===== config.mk =====
export PLATFORM = sky130hd
export DESIGN_NAME = rc_mesh_port
export DESIGN_NICKNAME = d
export VERILOG_FILES = /design/src/rtl/rc_mesh_port.sv
export SDC_FILE = /design/constraint.sdc
export NUM_CORES = 1
export LEC_CHECK = 0
export BUFFER_PORTS_ARGS = -buffer_cell sky130_fd_sc_hd__buf_4
export CAP_MARGIN = 0
export CORE_MARGIN = 2
export CORE_UTILIZATION = 41
export DETAILED_ROUTE_END_ITERATION = 7
export HOLD_SLACK_MARGIN = 0.05
export PLACE_DENSITY = 0.76
export SKIP_LAST_GASP = 1
export SLEW_MARGIN = 20
export SYNTH_ARGS = -nofsm -noshare
export SYNTH_HDL_FRONTEND = slang
export SYNTH_SLANG_ARGS = --single-unit

===== constraint.sdc =====
create_clock -name rc_clk -period 2.12 [get_ports rc_clk]
set_clock_uncertainty 0.1 [all_clocks]
set_input_delay 0.318 -clock rc_clk [delete_from_list [all_inputs] [get_ports rc_clk]]
set_output_delay 0.318 -clock rc_clk [all_outputs]
set_load 0.01 [all_outputs]

===== src/rtl/rc_mesh_port.sv =====
`default_nettype none
// ============================================================================
//  Module      : rc_mesh_port
//  Description : Routing-computation stage for one input port of a 2D-mesh
//                wormhole router. It decodes the destination in a head flit
//                and picks a minimal output direction. The direction is either
//                deterministic XY or chosen by neighbour buffer pressure. The
//                direction is locked for the rest of the packet, and the flit
//                and direction are registered toward the switch allocator.
//                Malformed traffic is dropped and flagged with err_out.
//
//  Ports
//    rc_clk          in   clock, all state on the rising edge
//    rst             in   synchronous reset, active-high
//    data_in         in   flit from the input FIFO
//    valid_in        in   data_in valid
//    ready_out       out  stage accepts a flit this cycle
//    N/E/S/W_pressure_in in  neighbour input-buffer occupancy (0..DEPTH)
//    data_out        out  registered flit
//    direction_out   out  one-hot {E,W,S,N}; 4'b0000 = local ejection
//    valid_out       out  data_out/direction_out valid
//    rc_ready        in   allocator accepts data_out this cycle
//    err_out         out  one-cycle pulse, a flit was dropped
//
//  Revision    : 1.0  initial release
// ============================================================================
module rc_mesh_port #(
    parameter int DATASIZE = 40,
    parameter int COORD_W  = 2,
    parameter int MESH_X   = 4,
    parameter int MESH_Y   = 4,
    parameter int X_POS    = 2,
    parameter int Y_POS    = 2,
    parameter int WIDTH    = 3,
    parameter int MODE     = 1
) (
    input  logic                rc_clk,
    input  logic                rst,
    input  logic [DATASIZE-1:0] data_in,
    input  logic                valid_in,
    output logic                ready_out,
    input  logic [WIDTH:0]      N_pressure_in,
    input  logic [WIDTH:0]      E_pressure_in,
    input  logic [WIDTH:0]      S_pressure_in,
    input  logic [WIDTH:0]      W_pressure_in,
    output logic [DATASIZE-1:0] data_out,
    output logic [3:0]          direction_out,
    output logic                valid_out,
    input  logic                rc_ready,
    output logic                err_out
);

    // Flit type encodings (top two bits of the flit)
    localparam logic [1:0] c_type_body  = 2'b00;
    localparam logic [1:0] c_type_head  = 2'b01;
    localparam logic [1:0] c_type_tail  = 2'b10;

    // One-hot output directions
    localparam logic [3:0] c_dir_local = 4'b0000;
    localparam logic [3:0] c_dir_n     = 4'b0001;
    localparam logic [3:0] c_dir_s     = 4'b0010;
    localparam logic [3:0] c_dir_w     = 4'b0100;
    localparam logic [3:0] c_dir_e     = 4'b1000;

    // Geometry as 32-bit unsigned so that every comparison below is
    // unsigned and equal-width, whatever COORD_W is.
    localparam logic [31:0] c_x_pos  = X_POS;
    localparam logic [31:0] c_y_pos  = Y_POS;
    localparam logic [31:0] c_mesh_x = MESH_X;
    localparam logic [31:0] c_mesh_y = MESH_Y;
    localparam logic        c_adaptive = (MODE != 0);

    typedef enum logic [1:0] {
        ST_IDLE = 2'd0,   // expecting a head flit
        ST_FWD  = 2'd1,   // inside a routed packet, direction locked
        ST_DROP = 2'd2    // inside a packet with bad destination, discard to tail
    } state_t;

    // ------------------------------------------------------------------
    // Registers
    // ------------------------------------------------------------------
    state_t              r_state;
    logic [3:0]          r_lock_dir;
    logic [DATASIZE-1:0] r_data;
    logic [3:0]          r_dir;
    logic                r_valid;
    logic                r_err;

    // ------------------------------------------------------------------
    // Combinational signals
    // ------------------------------------------------------------------
    logic                w_accept;
    logic [1:0]          w_type;
    logic                w_is_head;
    logic [COORD_W-1:0]  w_dest_x;
    logic [COORD_W-1:0]  w_dest_y;
    logic [31:0]         w_dest_x32;
    logic [31:0]         w_dest_y32;
    logic                w_dest_ok;
    logic [3:0]          w_x_dir;
    logic [3:0]          w_y_dir;
    logic [WIDTH:0]      w_x_press;
    logic [WIDTH:0]      w_y_press;
    logic                w_pick_y;
    logic [3:0]          w_route;

    state_t              w_state_nxt;
    logic                w_fwd;
    logic                w_err;
    logic [3:0]          w_dir_sel;
    logic [3:0]          w_lock_nxt;

    // ------------------------------------------------------------------
    // Handshake: the output register can take a new flit when it is empty
    // or being emptied this cycle. Dropped flits also use this slot, so the
    // input never stalls on a drop beyond the normal backpressure.
    // ------------------------------------------------------------------
    assign ready_out = !r_valid || rc_ready;
    assign w_accept  = valid_in && ready_out;

    // ------------------------------------------------------------------
    // Head decode
    // ------------------------------------------------------------------
    assign w_type     = data_in[DATASIZE-1 -: 2];
    assign w_is_head  = w_type[0];   // 01 head, 11 head+tail
    assign w_dest_x   = data_in[DATASIZE-3 -: COORD_W];
    assign w_dest_y   = data_in[DATASIZE-3-COORD_W -: COORD_W];
    assign w_dest_x32 = 32'(w_dest_x);
    assign w_dest_y32 = 32'(w_dest_y);
    assign w_dest_ok  = (w_dest_x32 < c_mesh_x) && (w_dest_y32 < c_mesh_y);

    // ------------------------------------------------------------------
    // Route computation. Each axis has at most one productive direction.
    // When both axes are productive, adaptive mode takes the Y direction
    // only if its neighbour is strictly less loaded. A tie goes to X, which
    // keeps the adaptive router XY-like when the load is balanced.
    // ------------------------------------------------------------------
    always_comb begin
        w_x_dir   = (w_dest_x32 > c_x_pos) ? c_dir_e : c_dir_w;
        w_x_press = (w_dest_x32 > c_x_pos) ? E_pressure_in : W_pressure_in;
        // North is decreasing Y
        w_y_dir   = (w_dest_y32 < c_y_pos) ? c_dir_n : c_dir_s;
        w_y_press = (w_dest_y32 < c_y_pos) ? N_pressure_in : S_pressure_in;
        w_pick_y  = c_adaptive && (w_y_press < w_x_press);

        if ((w_dest_x32 == c_x_pos) && (w_dest_y32 == c_y_pos)) begin
            w_route = c_dir_local;
        end else if (w_dest_x32 == c_x_pos) begin
            w_route = w_y_dir;
        end else if (w_dest_y32 == c_y_pos) begin
            w_route = w_x_dir;
        end else begin
            w_route = w_pick_y ? w_y_dir : w_x_dir;
        end
    end

    // ------------------------------------------------------------------
    // Packet FSM: next state and per-flit decisions
    // ------------------------------------------------------------------
    always_comb begin
        w_state_nxt = r_state;
        w_fwd       = 1'b0;
        w_err       = 1'b0;
        w_dir_sel   = r_lock_dir;
        w_lock_nxt  = r_lock_dir;

        if (w_accept) begin
            unique case (r_state)
                ST_IDLE: begin
                    if (w_is_head) begin
                        if (w_dest_ok) begin
                            w_fwd     = 1'b1;
                            w_dir_sel = w_route;
                            if (w_type == c_type_head) begin
                                w_state_nxt = ST_FWD;
                                w_lock_nxt  = w_route;
                            end
                        end else begin
                            // Bad destination. A multi-flit packet must be
                            // discarded up to its tail. A single-flit packet
                            // is already complete.
                            w_err = 1'b1;
                            if (w_type == c_type_head) begin
                                w_state_nxt = ST_DROP;
                            end
                        end
                    end else begin
                        // Body or tail without a head
                        w_err = 1'b1;
                    end
                end
                ST_FWD: begin
                    if (w_is_head) begin
                        // Stray head inside a packet. The open packet
                        // stays open.
                        w_err = 1'b1;
                    end else begin
                        w_fwd = 1'b1;
                        if (w_type == c_type_tail) begin
                            w_state_nxt = ST_IDLE;
                        end
                    end
                end
                ST_DROP: begin
                    // The error was already reported on the head.
                    if (w_type == c_type_tail) begin
                        w_state_nxt = ST_IDLE;
                    end
                end
                default: begin
                    w_state_nxt = ST_IDLE;
                end
            endcase
        end
    end

    // ------------------------------------------------------------------
    // FSM state and locked direction
    // ------------------------------------------------------------------
    always_ff @(posedge rc_clk) begin
        if (rst) begin
            r_state    <= ST_IDLE;
            r_lock_dir <= c_dir_local;
        end else begin
            r_state    <= w_state_nxt;
            r_lock_dir <= w_lock_nxt;
        end
    end

    // ------------------------------------------------------------------
    // Output register. A new flit overwrites the held flit in the same cycle
    // it transfers, so throughput stays at one flit per cycle.
    // ------------------------------------------------------------------
    always_ff @(posedge rc_clk) begin
        if (rst) begin
            r_data  <= '0;
            r_dir   <= c_dir_local;
            r_valid <= 1'b0;
            r_err   <= 1'b0;
        end else begin
            r_err <= w_err;
            if (w_fwd) begin
                r_data  <= data_in;
                r_dir   <= w_dir_sel;
                r_valid <= 1'b1;
            end else if (rc_ready) begin
                r_valid <= 1'b0;
            end
        end
    end

    assign data_out      = r_data;
    assign direction_out = r_dir;
    assign valid_out     = r_valid;
    assign err_out       = r_err;

    // c_type_body documents the encoding. The decode uses only bit 0 to find
    // heads and compares against the tail code.
    logic w_unused_body;
    assign w_unused_body = ^c_type_body;

endmodule
`default_nettype wire


Word level (Yosys, flattened, before mapping)
Cells that the tools add are included.

Bits in registers: 52. Output and inout bits: 47.

Magnitude comparators: 5. Equality and inequality tests: 9. Mux-type cells: 30. Bitwise logic cells: 1. Reduce and logical (&&, ||, !) cells: 10.

Operator list (number): $mux W4 (11); $mux W2 (7); $mux W1 (9); $eq A2 B2 Y1 const B (4); $lt A2 B3 Y1 const B (2); $ne A2 B2 Y1 const B (3); $pmux W2 S3 (1); $reduce_and A5 Y1 (1); $eq A2 B1 Y1 const B (2); $lt A4 B4 Y1 (1); $pmux W1 S2 (2); $reduce_and A4 Y1 (1); $logic_and A1 B1 Y1 (3); $gt A2 B2 Y1 const B (1); $logic_not A2 Y1 (1); $lt A2 B2 Y1 const B (1); $reduce_bool A2 Y1 (1); $reduce_or A2 Y1 (1); $logic_not A1 Y1 (1); $logic_or A1 B1 Y1 (1); $not A1 Y1 (1).

Longest topological paths before layout
Gate-level depths: netlist of run 1.

Depth in word-level cells: 11. Mapped depth: 7.

Least setup slack after synthesis of run 1
OpenSTA, ideal clock, no wires.

Path type: in2reg. Start point: in data_in[35]. End point: reg r_dir[1] (netlist: direction_out[1]). Library setup time: 0.086 ns. Arrival: 1.854 ns. Setup slack: 0.080 ns. Stages: 7. Cells stage by stage: buf_2 -> mux2_2 -> ha_1 -> and3_1 -> o21ai_1 -> o2111ai_1 -> a211oi_1.

Word-level cells in the longest chain between the ends: 11.

RTL lines: start: declaration (RTL line 39) `input logic [DATASIZE-1:0] data_in,`; $lt A2 B2 Y1 (RTL line 142, 143); $mux W4 (RTL line 143) `w_y_press = (w_dest_y32 < c_y_pos) ? N_pressure_in : S_pressure_in;`; $lt A4 B4 Y1 (RTL line 144) `w_pick_y = c_adaptive && (w_y_press < w_x_press);`; $mux W4 (RTL line 153) `w_route = w_pick_y ? w_y_dir : w_x_dir;`; $mux W4 (RTL line 150) `end else if (w_dest_y32 == c_y_pos) begin`; $mux W4 (RTL line 148) `end else if (w_dest_x32 == c_x_pos) begin`; $mux W4 (RTL line 146) `if ((w_dest_x32 == c_x_pos) && (w_dest_y32 == c_y_pos)) begin`; $mux W4 (RTL line 171) `if (w_dest_ok) begin`; $mux W4 (RTL line 170) `if (w_is_head) begin`; $mux W4 (RTL line 168) `unique case (r_state)`; $mux W4 (RTL line 167) `if (w_accept) begin`; end signal: assignment (RTL line 237) `r_dir <= c_dir_local;`; end signal: assignment (RTL line 244) `r_dir <= w_dir_sel;`; end: declaration (RTL line 85) `logic [3:0] r_dir;`.

Parallel ways exist; a longest one is shown, timed or not. A chain may end at the register's enable or synchronous reset.

Worst setup path in the final report of run 1
Ends and elaborated chain as after synthesis.

==> results of run 1 <==
-- path summary, 6_finish.rpt --
| kind | startpoint | cells after the start | end |
|---|---|---|---|
| setup / recovery | data_in[35] | 7 | direction_out[1]$_SDFFE_PP0P_ |
| hold / removal | data_in[32] | 3 | data_out[32]$_SDFFE_PP0P_ |
| setup reg to reg | valid_out$_SDFFE_PP0P_ | 6 | data_out[25]$_SDFFE_PP0P_ |
| hold reg to reg | data_out[26]$_SDFFE_PP0P_ | 2 | data_out[26]$_SDFFE_PP0P_ |
-- layout by cell type, fill, tap and decap left out, types with 2 or more instances in the layout --
cell type,netlist,routed
sky130_fd_sc_hd__nand2_1,80,80
sky130_fd_sc_hd__nor4_1,2,2
sky130_fd_sc_hd__nor3_1,5,5
sky130_fd_sc_hd__o21ai_0,2,2
sky130_fd_sc_hd__ha_1,3,3
sky130_fd_sc_hd__nand2b_1,3,3
sky130_fd_sc_hd__mux2_2,3,3
sky130_fd_sc_hd__a211oi_1,4,4
sky130_fd_sc_hd__o211ai_1,4,4
sky130_fd_sc_hd__a21o_1,2,2
sky130_fd_sc_hd__o31ai_2,3,3
sky130_fd_sc_hd__dfxtp_1,51,51
sky130_fd_sc_hd__a21oi_1,43,43
sky130_fd_sc_hd__mux2i_1,4,4
sky130_fd_sc_hd__nand3b_1,4,4
sky130_fd_sc_hd__nor2_1,2,2
sky130_fd_sc_hd__inv_1,2,2
sky130_fd_sc_hd__o21bai_1,3,3
sky130_fd_sc_hd__clkbuf_8,0,5
sky130_fd_sc_hd__o2111ai_1,2,2
sky130_fd_sc_hd__buf_12,0,2
sky130_fd_sc_hd__buf_4,0,109
-- where the power goes --
part           switching, mW  total [mW]  internal [mW]  leakage [nW]
combinational          0.218       0.446          0.228         0.912
clock                  0.318       0.669          0.352        0.0581
sequential            0.0295        1.05           1.02         0.417
total                  0.565        2.16           1.60          1.39
-- registers in the layout, summed over array words and instances, names as in the netlist --
| signal | cells |
|---|---|
| data_out | 40 |
| direction_out | 4 |
| err_out | 1 |
| r_lock_dir | 4 |
| r_state | 1 |
| valid_out | 1 |
-- per-stage QoR --
| stage | TNS (ps) | worst slack (ps) | instances | hold slack, ps | utilization |
|---|---|---|---|---|---|
| global route | 0 | 162 | 427 | 143 | 0.608 |
| global placement | 0 | 60.6 | 419 | 343 | 0.585 |
| floorplan | 0 | 80.0 | 255 | 317 | - |
| detailed placement | -15.7 | -15.7 | 419 | 348 | 0.585 |
| CTS | 0 | 297 | 427 | 138 | 0.608 |
| finish | 0 | 292 | 427 | 147 | 0.608 |
-- cell type report --
class,count,area [um2],share of cell area
clock buffers,5,68.8,0.0222
clock inverters,3,43.8,0.0141
inverters,3,11.3,0.00363
multi-input cells,184,1010,0.326
flip-flops and latches,51,1020,0.329
well taps,70,87.6,0.0282
repair buffers,111,858,0.277
-- cells by family after synthesis --
logic type | count (synthesis) | synth area share
DFF | 51 | 0.472
buffers and inverters | 20 | 0.0601
adders and majority gates | 3 | 0.0174
AOI/OAI and AO/OA | 66 | 0.189
muxes | 7 | 0.0341
and+or+nand+nor | 107 | 0.223
xor gates and xnor gates | 1 | 0.00405
-- per-layer routing --
layer	vias to the layer above	track usage	routed length, um
li1	1071	-	-
met4	0	0.0382	48
met5	-	0	0
met3	5	0.0545	372
met2	73	0.314	2490
met1	938	0.219	2340
-- critical path: stages --
cell and delay [ps]:
sky130_fd_sc_hd__buf_4 110, sky130_fd_sc_hd__mux2_2 330, sky130_fd_sc_hd__ha_1 350, sky130_fd_sc_hd__and3_1 190
sky130_fd_sc_hd__o21ai_1 170, sky130_fd_sc_hd__o2111ai_1 190, sky130_fd_sc_hd__a211oi_1 270
==> results, run 1 <==
- The run finished with clean final reports.
- Setup repair after global routing left no endpoint under its margin.
- Summing every instance area after synthesis gives 0.00216 mm2.
- STA classifies the critical path startpoint as an input port.
- Fill cells in the final layout number 459.
- Detailed routing inserted a total of 2087 vias.
- Of the post-synthesis cell area, the dominant cell type holds 0.472.
- The clock passes through at most 2 buffers.
- Port buffering added 106 buffers.
- The routability congestion estimate from global placement is 0.854.
- Measured along the x axis, the die boundary spans 76.6 um.
- The CTS tree is done.
- The via count of the first global-routing pass is 1982.
- In the post-synthesis netlist, the biggest area contributors are sky130_fd_sc_hd__dfxtp_1 (47%), sky130_fd_sc_hd__nand2_1 (14%), sky130_fd_sc_hd__a21oi_1 (9.9%).
- Once the clock tree was built, the setup fixing pass inserted 0 buffers.
- The number of clock sinks seen by CTS is 51.
- The global-route wire length before repair is 8790 um.
- The worst-margin pin slew is 577 ps.
- The overall die height is 76.6 um.
- The fraction of the yosys area taken by sequential cells is 0.472.
- The final max-slew violation count is 0.
- In the post-synthesis netlist, the cell with the most instances is sky130_fd_sc_hd__nand2_1.
- The count of nets left with antenna violations once routing finished came out at 0.
- The placed instances occupy a cell area of 0.00299 mm2.
- The share of the clock period used by the worst path is 0.862.
- The antenna diode count is 0.
- During synthesis, Yosys emitted a total of 0 warnings.
- The floorplan has 26 rows.
- The proportion of layout cells with a drive suffix above 1 is 0.373.
- The combined global-route utilization of all metal layers is 0.180.
- After synthesis, the share of flip-flops with an asynchronous set or reset is 0.
- For the worst-skew pair, the clock arrives at the later sink with an insertion delay of 300 ps.
- The headroom to the max-slew limit is 0.615.
- The distinct cell type count of the synthesized netlist is 39.
- When the netlist entered floorplanning its net count stood at 318.
- The highest achievable clock rate is 547 MHz.
- For this design, the CTS-stage hold fixing added 0 buffers.
- The iteration count of the initial detailed-routing pass is 4.
- The number of design-rule violations left by the first detailed-router iteration is 70.
- The number of top-level pins is 107.
- The total wire length is 5250 um.
- In this run the clock root is driven by a sky130_fd_sc_hd__clkbuf_8.
- Counting I/O delays and the setup requirement, the final critical path takes 1830 ps.
- The worst-case IR drop observed on VDD is 307 uV.
- The routed wire length per instance is 12.3 um.
- The number of DRC violations after detailed routing is 0.
- In this run the standard cell core region covers 0.00511 mm2.
- The number of setup violations in the final report is 0.
- The final cell area excluding filler cells is 0.00310 mm2.
- The analysis attributes to cell leakage a power of 1.39 nW.
- Entering global routing, the biggest net connects 56 pins.
- The overflow left after global routing is 0.
- After synthesis, the most frequently instantiated cells are sky130_fd_sc_hd__nand2_1 (80), sky130_fd_sc_hd__dfxtp_1 (51), sky130_fd_sc_hd__a21oi_1 (43).
- The biggest area contributor in the post-synthesis netlist is sky130_fd_sc_hd__dfxtp_1.
- The worst setup slack for register-to-register paths is 310 ps.
- The synthesis-to-finish area growth is 43.4%.
- The most used flip-flop cell after synthesis is sky130_fd_sc_hd__dfxtp_1.
- Data on the critical path is required at its endpoint by 2240 ps.
- Power spread over the standard cell area amounts to 696 mW/mm2.
- The max-capacitance violation count is 0.
- The number of synthesized flops with an enable pin is 0.
- The clock transition at the registers of the reported paths is 90 ps.
- The maximum fanout along the worst path is 5.
- The count of H-tree levels built during CTS is 2.
- The initial utilization of the core area, before any placement, comes to 0.424.
- The worst setup path is captured at a register.
- The signal arrival time at the worst endpoint is 1940 ps.
- The type of the worst min-delay path is in2reg.
- After clock tree synthesis, the repair step resized 0 gates.
- The number of cells produced by synthesis is 255.
- In the final design database the tool counted 419 nets.
- The total count of hold-check failures in the final report is 0.
- The clock buffer count from CTS is 5.
- The critical path is of the in2reg type.
- The completed layout was analyzed and its total power is 2.16 mW.
- In the routed layout, each cell is associated on average with a via count of 4.89.
- The area enclosed by the die boundary is 0.00587 mm2.
- The average footprint of a synthesized cell is 8.48 um2.
- Summed over all nets, the half-perimeter wirelength after detailed placement is 3850 um.
- The number of antenna violations at the first check in global routing is 0.
- The number of storage elements in the synthesis netlist is 51.
Note: power is estimated with default switching activity, not from simulation.
==> run 2, diff against run 1 <==
CORE_UTILIZATION = 35   (was 41)
PLACE_DENSITY = 0.66   (was 0.76)
==> run 2 against run 1 <==
Sequential power about the same. Final area decreased by 0.32%. Routed wire length increased by 2.1%. Critical path depth decreased by 2. Sequential share of layout area increased by 0.11 points. Non-clock buffer count unchanged.
==> results, run 2 (synthesis results as in run 1) <==
- The flow ran to the end, and the final reports show no timing, DRC or antenna violations.
- The synthesis-to-finish area growth is 43.0%.
- The core outline area is 0.00596 mm2.
- Setup repair after global routing left no endpoint under its margin.
- The total wire length is 5360 um.
- At the pin with the least slew margin, the transition time is 560 ps.
- The average via count per standard cell is 4.78.
- The worst flop-to-flop path startpoint is r_state[0]$_SDFFE_PP0P_.
- STA classifies the critical path startpoint as a register.
- The number of buffers and inverters on the critical path is 1.
- The clock buffer count from CTS is 5.
- The H-tree was split into 2 levels.
- The hold buffer count at CTS is 0.
- The startpoint of the most critical hold path is data_in[32].
- The number of top-level pins is 107.
- The CTS tree is done.
- The maximum fanout along the worst path is 20.
- The number of antenna violations at the first check in global routing is 0.
- The number of buffers between clock root and the deepest sink is 2.
- The via count of the first global-routing pass came to 1890.
- The largest single stage delay on the critical path is 500 ps.
- The antenna diode count is 0.
- Grouping stages by cell kind, the critical path spends the most delay in simple AND/OR/NAND/NOR gates.
- The register with the most flip-flops in the layout has 40 of them.
- Once placement finished, the instance area stood at 0.00297 mm2.
- Of the cells placed in the final design, the portion with a size suffix greater than 1 is 0.373.
- Leaving out fill and tap cells, the most frequent cells in the layout are sky130_fd_sc_hd__buf_4 (111), sky130_fd_sc_hd__nand2_1 (80), sky130_fd_sc_hd__dfxtp_1 (51).
- The share of the clock period used by the worst path is 0.865.
- The worst voltage drop across the vdd grid is 368 uV.
- The total count of hold-check failures in the final report is 0.
- The worst path needs 1830 ps of the cycle, external delays included.
- The worst setup slack for register-to-register paths is 290 ps.
- The data required time of the worst path is 2240 ps.
- In this run the horizontal extent of the chip is 82.6 um.
- The floorplan step defined a die boundary enclosing 0.00683 mm2.
- In the global route stage, overall resource usage came out at 0.157.
- The net count of the finished layout is 419.
- The headroom to the max-slew limit is 0.627.
- The remaining antenna violation count is 0.
- The number of setup violations in the final report is 0.
- The signal arrival time at the worst endpoint is 1960 ps.
- The total overflow left after global routing is 0.
- The clock drives 51 sinks.
- Buffers added to address setup during post-CTS repair amount to 0.
- Counting tap cells, the placed design contains a total of 424 instances.
- The tree is rooted in a sky130_fd_sc_hd__clkbuf_8.
- Tracing the worst setup path back leads to its startpoint at r_state[0]$_SDFFE_PP0P_.
- The worst setup path is captured at a register.
- Traced cell by cell, the critical path runs through xor2_1, and3_2, buf_4, nand2_1, a21oi_1.
- The final max-slew violation count is 0.
- The first global-routing pass estimated 8340 um of wire.
- The overall die height is 82.6 um.
- After detailed routing, the average wire length per cell comes to 12.4 um.
- The number of DRC violations after detailed routing is 0.
- Across the run, the number of max-cap violations was 0.
- The starting density of the core is 0.363.
- The leakage power summed over all cells is 1.38 nW.
- The initialized floorplan defines 28 standard-cell rows.
- For this run, the number of standard cells in the final layout without fillers is 432.
- The clock transition at the registers of the reported paths is 90 ps.
- After the first detailed-routing iteration, the DRC count stood at 44.
- The highest achievable clock rate is 545 MHz.
- The later pin in the worst-skew pair is clocked with a latency of 300 ps.
- The number of port buffers is 106.
- The routability congestion estimate from global placement is 0.794.
- For this design, the slowest cell found on the critical path is sky130_fd_sc_hd__and3_2.
- The power per cell area is 709 mW/mm2.
- The setup path with the least slack is of type reg2reg.
- The type of the worst min-delay path is in2reg.
- Leaving out fill and tap cells, the most frequent cell in the layout is sky130_fd_sc_hd__buf_4.
- The number of gates resized after CTS was 0.
- The iteration count of the initial detailed-routing pass is 4.
- The final route contains 2066 vias.
- The detailed placement HPWL is 3910 um.
- The largest net degree at the start of global routing is 56.
- After routing the design area is 0.00309 mm2.
[run 2: cell types whose count changed in the layout (fill, tap and decap cells not counted)]
cell and change:
sky130_fd_sc_hd__clkinv_4 -1, sky130_fd_sc_hd__clkbuf_8 +1, sky130_fd_sc_hd__buf_12 -2, sky130_fd_sc_hd__buf_4 +2, sky130_fd_sc_hd__inv_6 +1, sky130_fd_sc_hd__clkinv_2 -1
[run 2: metrics by stage]
stage          hold slack, ps  power [mW]  worst slack [ps]   util  TNS (ps)
3_5_place_dp              348        1.51             -22.2  0.499     -22.2
5_1_grt                   140        2.31              97.7  0.519         0
6_report                  155        2.19               286  0.519         0
2_1_floorplan             317        1.30              80.0      -         0
4_1_cts                   143        2.22               260  0.519         0
3_3_place_gp              343        1.50              32.7  0.499         0
[run 2: routing by layer]
layer / up-vias / GRT usage / routed length, um
li1: 1077 / - / -
met1: 911 / 0.193 / 2380
met2: 73 / 0.259 / 2420
met3: 5 / 0.0554 / 516
met4: 0 / 0.0443 / 40
met5: - / 0 / 0
[run 2: worst min-delay path: stages]
cell,delay (ps)
sky130_fd_sc_hd__buf_4,110
sky130_fd_sc_hd__nand2_1,40
sky130_fd_sc_hd__a21oi_1,50
[run 2: power breakdown]
| part | total [mW] | switching, mW | internal, mW |
|---|---|---|---|
| Sequential | 1.04 | 0.0290 | 1.02 |
| Clock | 0.710 | 0.322 | 0.388 |
| Combinational | 0.437 | 0.216 | 0.221 |
[run 2: area by class of cell]
cell class,instances,area (um2)
Fill cell,603,2860
Sequential cell,51,1020
Multi-Input combinational cell,184,1010
Timing Repair Buffer,111,833
Tap cell,75,93.8
Clock buffer,6,82.6
Clock inverter,2,38.8
Inverter,3,11.3
[run 2: path summary, 6_finish.rpt]
path	endpoint	cells after the start
max	data_out[18]$_SDFFE_PP0P_	5
min	data_out[32]$_SDFFE_PP0P_	3
max reg2reg	data_out[18]$_SDFFE_PP0P_	5
min reg2reg	data_out[11]$_SDFFE_PP0P_	2
